--- config.mk ---
export PLATFORM = sky130hd
export DESIGN_NAME = dna_array_ctrl
export DESIGN_NICKNAME = d
export VERILOG_FILES = /design/src/rtl/dna_array_ctrl.sv
export SDC_FILE = /design/constraint.sdc
export NUM_CORES = 1
export LEC_CHECK = 0
export ABC_AREA = 1
export BUFFER_PORTS_ARGS = -buffer_cell sky130_fd_sc_hd__buf_2
export CORE_MARGIN = 5
export CORE_UTILIZATION = 45
export CTS_CLUSTER_SIZE = 14
export DETAILED_ROUTE_END_ITERATION = 12
export GPL_TIMING_DRIVEN = 0
export PLACE_DENSITY = 0.79
export SETUP_SLACK_MARGIN = 0.05
export SLEW_MARGIN = 20
export SYNTH_ARGS = -nofsm -noshare
export SYNTH_HDL_FRONTEND = slang
export SYNTH_SLANG_ARGS = --single-unit
--- constraint.sdc ---
create_clock -name clk -period 2.6 [get_ports clk]
set_input_delay 0.26 -clock clk [delete_from_list [all_inputs] [get_ports clk]]
set_output_delay 0.26 -clock clk [all_outputs]
set_load 0.02 [all_outputs]
--- src/rtl/dna_array_ctrl.sv ---
// Sequencer for a chain of DNA PEs: streams reference bases, pads the array with DRAIN_CYC
// filler bases, then pulses done. The optional running-maximum tracker is built only when the macro DNA_CTRL_MAX_TRACK_EN is defined.
module dna_array_ctrl #(
    parameter int NUM_PE    = 16,
    parameter int DRAIN_CYC = NUM_PE * 16,
    parameter int CNT_W     = 16
) (
    input  logic             clk,
    input  logic             rst,
    input  logic             start_i,
    input  logic             abort_i,
    input  logic [CNT_W-1:0] ref_len_i,
    input  logic             base_valid_i,
    input  logic [1:0]       base_i,
    output logic             base_ready_o,
    output logic             pe_en_o,
    output logic [1:0]       pe_ref_o,
    input  logic [31:0]      pe_score_i,
    output logic             busy_o,
    output logic             done_o,
    output logic [31:0]      max_score_o,
    output logic [1:0]       dbg_state_o
);

    typedef enum logic [1:0] {
        IDLE  = 2'd0,
        RUN   = 2'd1,
        DRAIN = 2'd2,
        DONE  = 2'd3
    } state_t;

    localparam logic [15:0] DRAIN_LAST = 16'(DRAIN_CYC - 1);
    localparam logic [1:0]  PAD_BASE   = 2'b11;

    state_t           state_q, state_d;
    logic [CNT_W-1:0] len_q, len_d;
    logic [CNT_W-1:0] base_cnt_q, base_cnt_d;
    logic [CNT_W-1:0] base_cnt_inc;
    logic [15:0]      drain_cnt_q, drain_cnt_d;
    logic             pe_en_q, pe_en_d;
    logic [1:0]       pe_ref_q, pe_ref_d;
    logic             accept;
    logic             start_job;

    // Base stream handshake: a base moves when base_valid_i and base_ready_o are both high
    // at a rising edge; ready depends only on the state and abort_i, never on valid.
    assign accept       = base_valid_i & base_ready_o;
    assign base_cnt_inc = base_cnt_q + CNT_W'(1);
    assign start_job    = (state_q == IDLE) && start_i && !abort_i && (ref_len_i != '0);

    always_ff @(posedge clk or posedge rst) begin
        if (rst) begin
            state_q <= IDLE;
        end else begin
            state_q <= state_d;
        end
    end

    always_comb begin
        state_d = state_q;
        if (abort_i) begin
            state_d = IDLE;
        end else begin
            case (state_q)
                IDLE:    if (start_i) state_d = (ref_len_i == '0) ? DONE : RUN;
                RUN:     if (accept && (base_cnt_inc == len_q)) state_d = DRAIN;
                DRAIN:   if (drain_cnt_q == DRAIN_LAST) state_d = DONE;
                DONE:    state_d = IDLE;
                default: state_d = IDLE;
            endcase
        end
    end

    always_comb begin
        base_ready_o = (state_q == RUN) && !abort_i;
        busy_o       = (state_q == RUN) || (state_q == DRAIN);
        done_o       = (state_q == DONE);
        dbg_state_o  = state_q;
    end

    // Datapath next-state; pe_en defaults low so any non-issuing cycle stalls the array.
    always_comb begin
        len_d       = len_q;
        base_cnt_d  = base_cnt_q;
        drain_cnt_d = drain_cnt_q;
        pe_en_d     = 1'b0;
        pe_ref_d    = pe_ref_q;
        if (!abort_i) begin
            case (state_q)
                IDLE: begin
                    if (start_job) begin
                        len_d       = ref_len_i;
                        base_cnt_d  = '0;
                        drain_cnt_d = '0;
                    end
                end
                RUN: begin
                    if (accept) begin
                        pe_en_d    = 1'b1;
                        pe_ref_d   = base_i;
                        base_cnt_d = base_cnt_inc;
                    end
                end
                DRAIN: begin
                    pe_en_d     = 1'b1;
                    pe_ref_d    = PAD_BASE;
                    drain_cnt_d = drain_cnt_q + 16'd1;
                end
                default: ;
            endcase
        end
    end

    always_ff @(posedge clk or posedge rst) begin
        if (rst) begin
            len_q       <= '0;
            base_cnt_q  <= '0;
            drain_cnt_q <= '0;
            pe_en_q     <= 1'b0;
            pe_ref_q    <= PAD_BASE;
        end else begin
            len_q       <= len_d;
            base_cnt_q  <= base_cnt_d;
            drain_cnt_q <= drain_cnt_d;
            pe_en_q     <= pe_en_d;
            pe_ref_q    <= pe_ref_d;
        end
    end

    assign pe_en_o  = pe_en_q;
    assign pe_ref_o = pe_ref_q;

`ifdef DNA_CTRL_MAX_TRACK_EN
    logic [31:0] max_q, max_d;

    // A new job clears the maximum; otherwise it follows the last PE while the array is enabled.
    always_comb begin
        max_d = max_q;
        if (pe_en_q && (pe_score_i > max_q)) max_d = pe_score_i;
        if (start_job) max_d = '0;
    end

    always_ff @(posedge clk or posedge rst) begin
        if (rst) begin
            max_q <= '0;
        end else begin
            max_q <= max_d;
        end
    end

    assign max_score_o = max_q;
`else
    logic unused_score;
    assign unused_score = ^pe_score_i;
    assign max_score_o  = '0;
`endif

endmodule

Word level (Yosys, flattened, before mapping):

Index checks and enable logic that the tools add are counted.

* flip-flop bits (word level): 53
* input port bits: 55
* output and inout port bits: 40
* logic and storage cells: 53

* add/sub/neg operators: 2
* equality and inequality tests: 10
* mux-type cells: 15
* bitwise gates (word level): 2
* reduce and logical (&&, ||, !) cells: 18

Operators by type and width (count)
* $pmux W16 S2: 2
* $add A16 B1 Y16 const B: 2
* $mux W16: 2
* $eq A16 B16 Y1: 1
* $eq A16 B8 Y1 const B: 1
* $logic_not A16 Y1: 1
* $reduce_bool A16 Y1: 1
* $mux W2: 6
* $reduce_and A3 Y1: 4
* $ne A3 B3 Y1 const B: 3
* $pmux W2 S4: 1
* $reduce_bool A2 Y1: 3
* $logic_and A1 B1 Y1: 5
* $eq A2 B2 Y1 const B: 2
* $ne A2 B2 Y1 const B: 2
* $pmux W2 S2: 1
* $reduce_and A4 Y1: 1
* $eq A2 B1 Y1 const B: 1
* $logic_not A2 Y1: 1
* $mux W1: 2
* $pmux W1 S2: 1
* $and A1 B1 Y1: 1
* $logic_not A1 Y1: 1
* $logic_or A1 B1 Y1: 1
* $not A1 Y1: 1

Logic depth before layout (Yosys ltp):

* word-level depth: 7
* gate-level depth with buffers: 15
* gate-level depth less buffers: 15

Least setup slack after synthesis:

OpenSTA, ideal clock, no wires.

* path kind: flip-flop to flip-flop
* from: reg state_q[0], in the netlist dbg_state_o[0]
* to: reg drain_cnt_q[4]
* library setup time: 0.121 ns
* data arrival time: 1.742 ns
* required time: 2.479 ns
* setup slack: 0.736 ns
* cell stages (with the launch flop): 12
* path buffers: 2
* clock period less this slack: 1.864 ns
* path through: dfrtp_1 inv_1 ha_1 clkbuf_1 nand2_1 o21ai_0 nand2_1 inv_1 buf_2 nand3_1 o21ai_0 nor2_1

* cells in the longest elaborated chain, start to end: 6
* elaborated cells on any way between the ends: 9
* those cells by class: eq/ne: 2; mux: 1; reduce/logical: 6

RTL lines
* from (decl): line 35 `state_t state_q, state_d;`
* from (signal assigned): line 55 `state_q <= state_d;`
* $logic_not A2 Y1: line 49, 89
* $logic_and A1 B1 Y1 (3 in series): line 49 `assign start_job = (state_q == IDLE) && start_i && !abort_i && (ref_len_i != '0);`
* $ne A2 B2 Y1 (no line)
* $reduce_and A3 Y1 (no line)
* to (signal assigned): line 124 `drain_cnt_q <= drain_cnt_d;`
* to (decl): line 39 `logic [15:0] drain_cnt_q, drain_cnt_d;`

Several ways; a longest one is shown, not always the timed one.
A chain may end at the register's enable or synchronous reset.

Worst setup path after layout:

* from: reg base_cnt_q[0]
* to: reg state_q[0], in the netlist dbg_state_o[0]

* cells in the longest elaborated chain, start to end: 5

RTL lines
* from (decl): line 37 `logic [CNT_W-1:0] base_cnt_q, base_cnt_d;`
* from (signal assigned): line 123 `base_cnt_q <= base_cnt_d;`
* $add A16 B1 Y16: line 48 `assign base_cnt_inc = base_cnt_q + CNT_W'(1);`
* $eq A16 B16 Y1: line 66 `RUN: if (accept && (base_cnt_inc == len_q)) state_d = DRAIN;`
* $logic_and A1 B1 Y1: line 66
* $ne A3 B3 Y1 (no line)
* $reduce_and A3 Y1 (no line)

Every way passes these cells.

==> results.sh <==
export IMPL_wl_um=8060
export IMPL_syn_avg_cell_area_um2=7.29
export IMPL_drc_errors=0
export IMPL_p_sw_share_pct=39.4
export IMPL_grt_pass1_wl_um=13500
export IMPL_cts_tree="yes"
export IMPL_cp_startpoint="base_cnt_q[0]$_DFFE_PP0P_"
export IMPL_relSlewSlack_pct=56.0
export IMPL_initial_core_util_pct=46.8
export IMPL_setup_viol_count_final=0
export IMPL_port_buffers=30
export IMPL_die_w_um=97.3
export IMPL_yosysSeqAreaShare_pct=38.7
export IMPL_placed_area_um2=3830
export IMPL_seqPwrFrac_pct=41.6
export IMPL_r2r_slack_ns=0.45
export IMPL_synth_warnings=0
export IMPL_nets=600
export IMPL_layout_setup_ws_ns=0.453
export IMPL_postRouteAntennaNets=0
export IMPL_wl_per_cell_um=12.6
export IMPL_layout_cells_non_filler=639
export IMPL_total_power_mw=2.82
export IMPL_area_delta_synth_final_pct=14.8
export IMPL_ir_drop_mv=0.585
export IMPL_synthCells=471
export IMPL_n_fill_cell=684
export IMPL_crit_path_start_kind="flip-flop"
export IMPL_cts_sinks=53
export IMPL_power_frac_comb_pct=36.8
export IMPL_dp_hpwl_um=6290
export IMPL_synth_flop_cell="dfrtp_1"
export IMPL_status="complete, no violations"
export IMPL_post_cts_setup_buffer_count=0
export IMPL_row_count=31
export IMPL_via_count=3222
export IMPL_antenna_found_initial=0
export IMPL_finalCritPeriodShare_pct=82.6
export IMPL_hp_class="input port to async pin"
export IMPL_period_minus_slack_ns=2.15
export IMPL_core_um2=7330
export IMPL_cts_root_buf="clkbuf_8"
export IMPL_ff2ff_path_depth=14
export IMPL_synth_seq_cells=53
export IMPL_rsz0062_at_grt="false"
export IMPL_pwr_share_clk_pct=21.6
export IMPL_rr_startpoint="base_cnt_q[0]$_DFFE_PP0P_"
export IMPL_cp_arrival_ns=2.37
export IMPL_cts_buffer_depth=2
export IMPL_die_area_um2=9480
export IMPL_grt_usage_pct=16.9
export IMPL_power_density_nw_per_um2=715
export IMPL_drv_slew=0
export IMPL_final_layout_size_suffix_gt1_share_pct=16.9
export IMPL_skew_ns=0.00693
export IMPL_clk_pin_slew_ns=0.11
export IMPL_criticalPathCategory="flip-flop to flip-flop"
export IMPL_place_congestion=0.897
export IMPL_place_ws_ns=0.469
export IMPL_leakagePower_nw=1.99
export IMPL_diodes=0
export IMPL_required_ns=2.83
export IMPL_fin_util_pct=53.8
export IMPL_p_int_mw=1.71
export IMPL_cts_buffers=5
export IMPL_max_freq_ghz=0.466
export IMPL_setup_tns_ns=0
export IMPL_drt_iter0_markers=231
export IMPL_design_area_um2=3940
export IMPL_power_switching_mw=1.11
export IMPL_drt_first_pass_iters=6
export IMPL_grt_max_degree=54
export IMPL_pin_count=95
export IMPL_clock_latency_ns=0.32
export IMPL_netlist_area_um2=3430
export IMPL_dp_cells=631
export IMPL_grt_overflow=0
export IMPL_synth_edf_count=0
export IMPL_final_cell_mix="nand2_1, inv_1, dfrtp_1"
export IMPL_viasPerCell=5.04
export IMPL_die_h_um=97.3
export IMPL_async_reset_ff_share_pct=100
export IMPL_hold_worst_slack_ns=0.0225
export IMPL_holdBufCountCts=0
export IMPL_first_global_vias=3046
export IMPL_layout_commonest_cell="nand2_1"
export IMPL_drv_cap=0
export IMPL_cp_max_fo=8
export IMPL_worstMarginPinSlew_ns=0.660
export IMPL_cp_end_kind="flip-flop"
export IMPL_rr_endpoint="dbg_state_o[0]$_DFFE_PP0P_"
export IMPL_hold_viol=0
export IMPL_cts_max_level=2
export IMPL_cts_resized=0
export IMPL_ys_types=32
[layer usage]
metal | global-route usage [%] | up-vias | share of wire, %
met5 | 0 | - | 0
li1 | - | 1607 | -
met3 | 3.37 | 20 | 6.6
met2 | 30.0 | 118 | 50
met4 | 5.22 | 0 | 2.0
met1 | 20.5 | 1477 | 41
[Yosys cell counts, types with 4 or more instances]
library cell    n  area share [%]
nor4_1          7             1.3
nor2_1         41             4.5
buf_2           5            0.73
nand2_2         4            0.73
nand3_1        42             6.1
ha_1            6             2.2
o31ai_1         5             1.1
xor2_1          5             1.3
o22ai_1        12             2.2
inv_1          60             6.6
o21ai_0        26             3.8
xnor2_1         5             1.3
nor3_1          5            0.73
nand4_1        11             2.0
a21oi_1        13             1.9
nand2_1       117              13
buf_4          32             7.0
dfrtp_1        51              37
[power groups by stage]
stage / clock [mW] / combinational (mW) / sequential (mW)
finish: 0.608 / 1.04 / 1.17
global placement: 0 / 1.00 / 1.18
CTS: 0.609 / 1.04 / 1.17
global route: 0.644 / 1.18 / 1.20
detailed placement: 0 / 1.04 / 1.19
floorplan: 0 / 0.766 / 1.19
[final cells by class]
| type | count | area, um2 | area share [%] |
|---|---|---|---|
| multi-input cells | 348 | 1720 | 43.5 |
| flip-flops and latches | 53 | 1330 | 33.7 |
| plain buffers | 40 | 277 | 7.01 |
| inverters | 61 | 231 | 5.87 |
| repair buffers | 30 | 150 | 3.81 |
| well taps | 99 | 124 | 3.14 |
| clock buffers | 5 | 68.8 | 1.75 |
| clock inverters | 3 | 47.5 | 1.21 |
[registers in the layout, indices dropped and copies added, names as in the netlist]
register,count
len_q,16
base_cnt_q,16
pe_en_o,1
pe_ref_o,2
dbg_state_o,2
drain_cnt_q,16
[kinds of logic after synthesis]
family	Yosys count	share of synthesized area, %
and+or+nand+nor	237	30.5
buffers and inverters	101	14.7
AOI/OAI and AO/OA	59	9.55
DFF	53	38.7
xor gates and xnor gates	11	3.21
adders and majority gates	6	2.19
muxes	3	0.984
other	1	0.109
[worst max-delay path by stage]
stage	end	slack, ns	cells after the start
after floorplan	drain_cnt_q[4]$_DFFE_PP0P_	0.74	11
after global routing	dbg_state_o[1]$_DFFE_PP0P_	0.17	14
after detailed placement	drain_cnt_q[4]$_DFFE_PP0P_	0.47	11
after global placement	len_q[13]$_DFFE_PP0P_	0.35	2
final	dbg_state_o[0]$_DFFE_PP0P_	0.45	14
after CTS	drain_cnt_q[4]$_DFFE_PP0P_	0.45	11
[critical path, cell delays in order, from the launching register on]
cell and delay (ns):
dfrtp_1 0.46, ha_1 0.23, nand2_1 0.14, nor2_4 0.22, nand2_1 0.11, nand3b_1 0.10
nand2_1 0.06, nor2_1 0.14, nand2_1 0.07, nor2_1 0.10, nand3_1 0.12, nand2_2 0.11
nand2_2 0.06, nand2_1 0.07, nand2_1 0.05
Power figures use the tool's default switching activity.
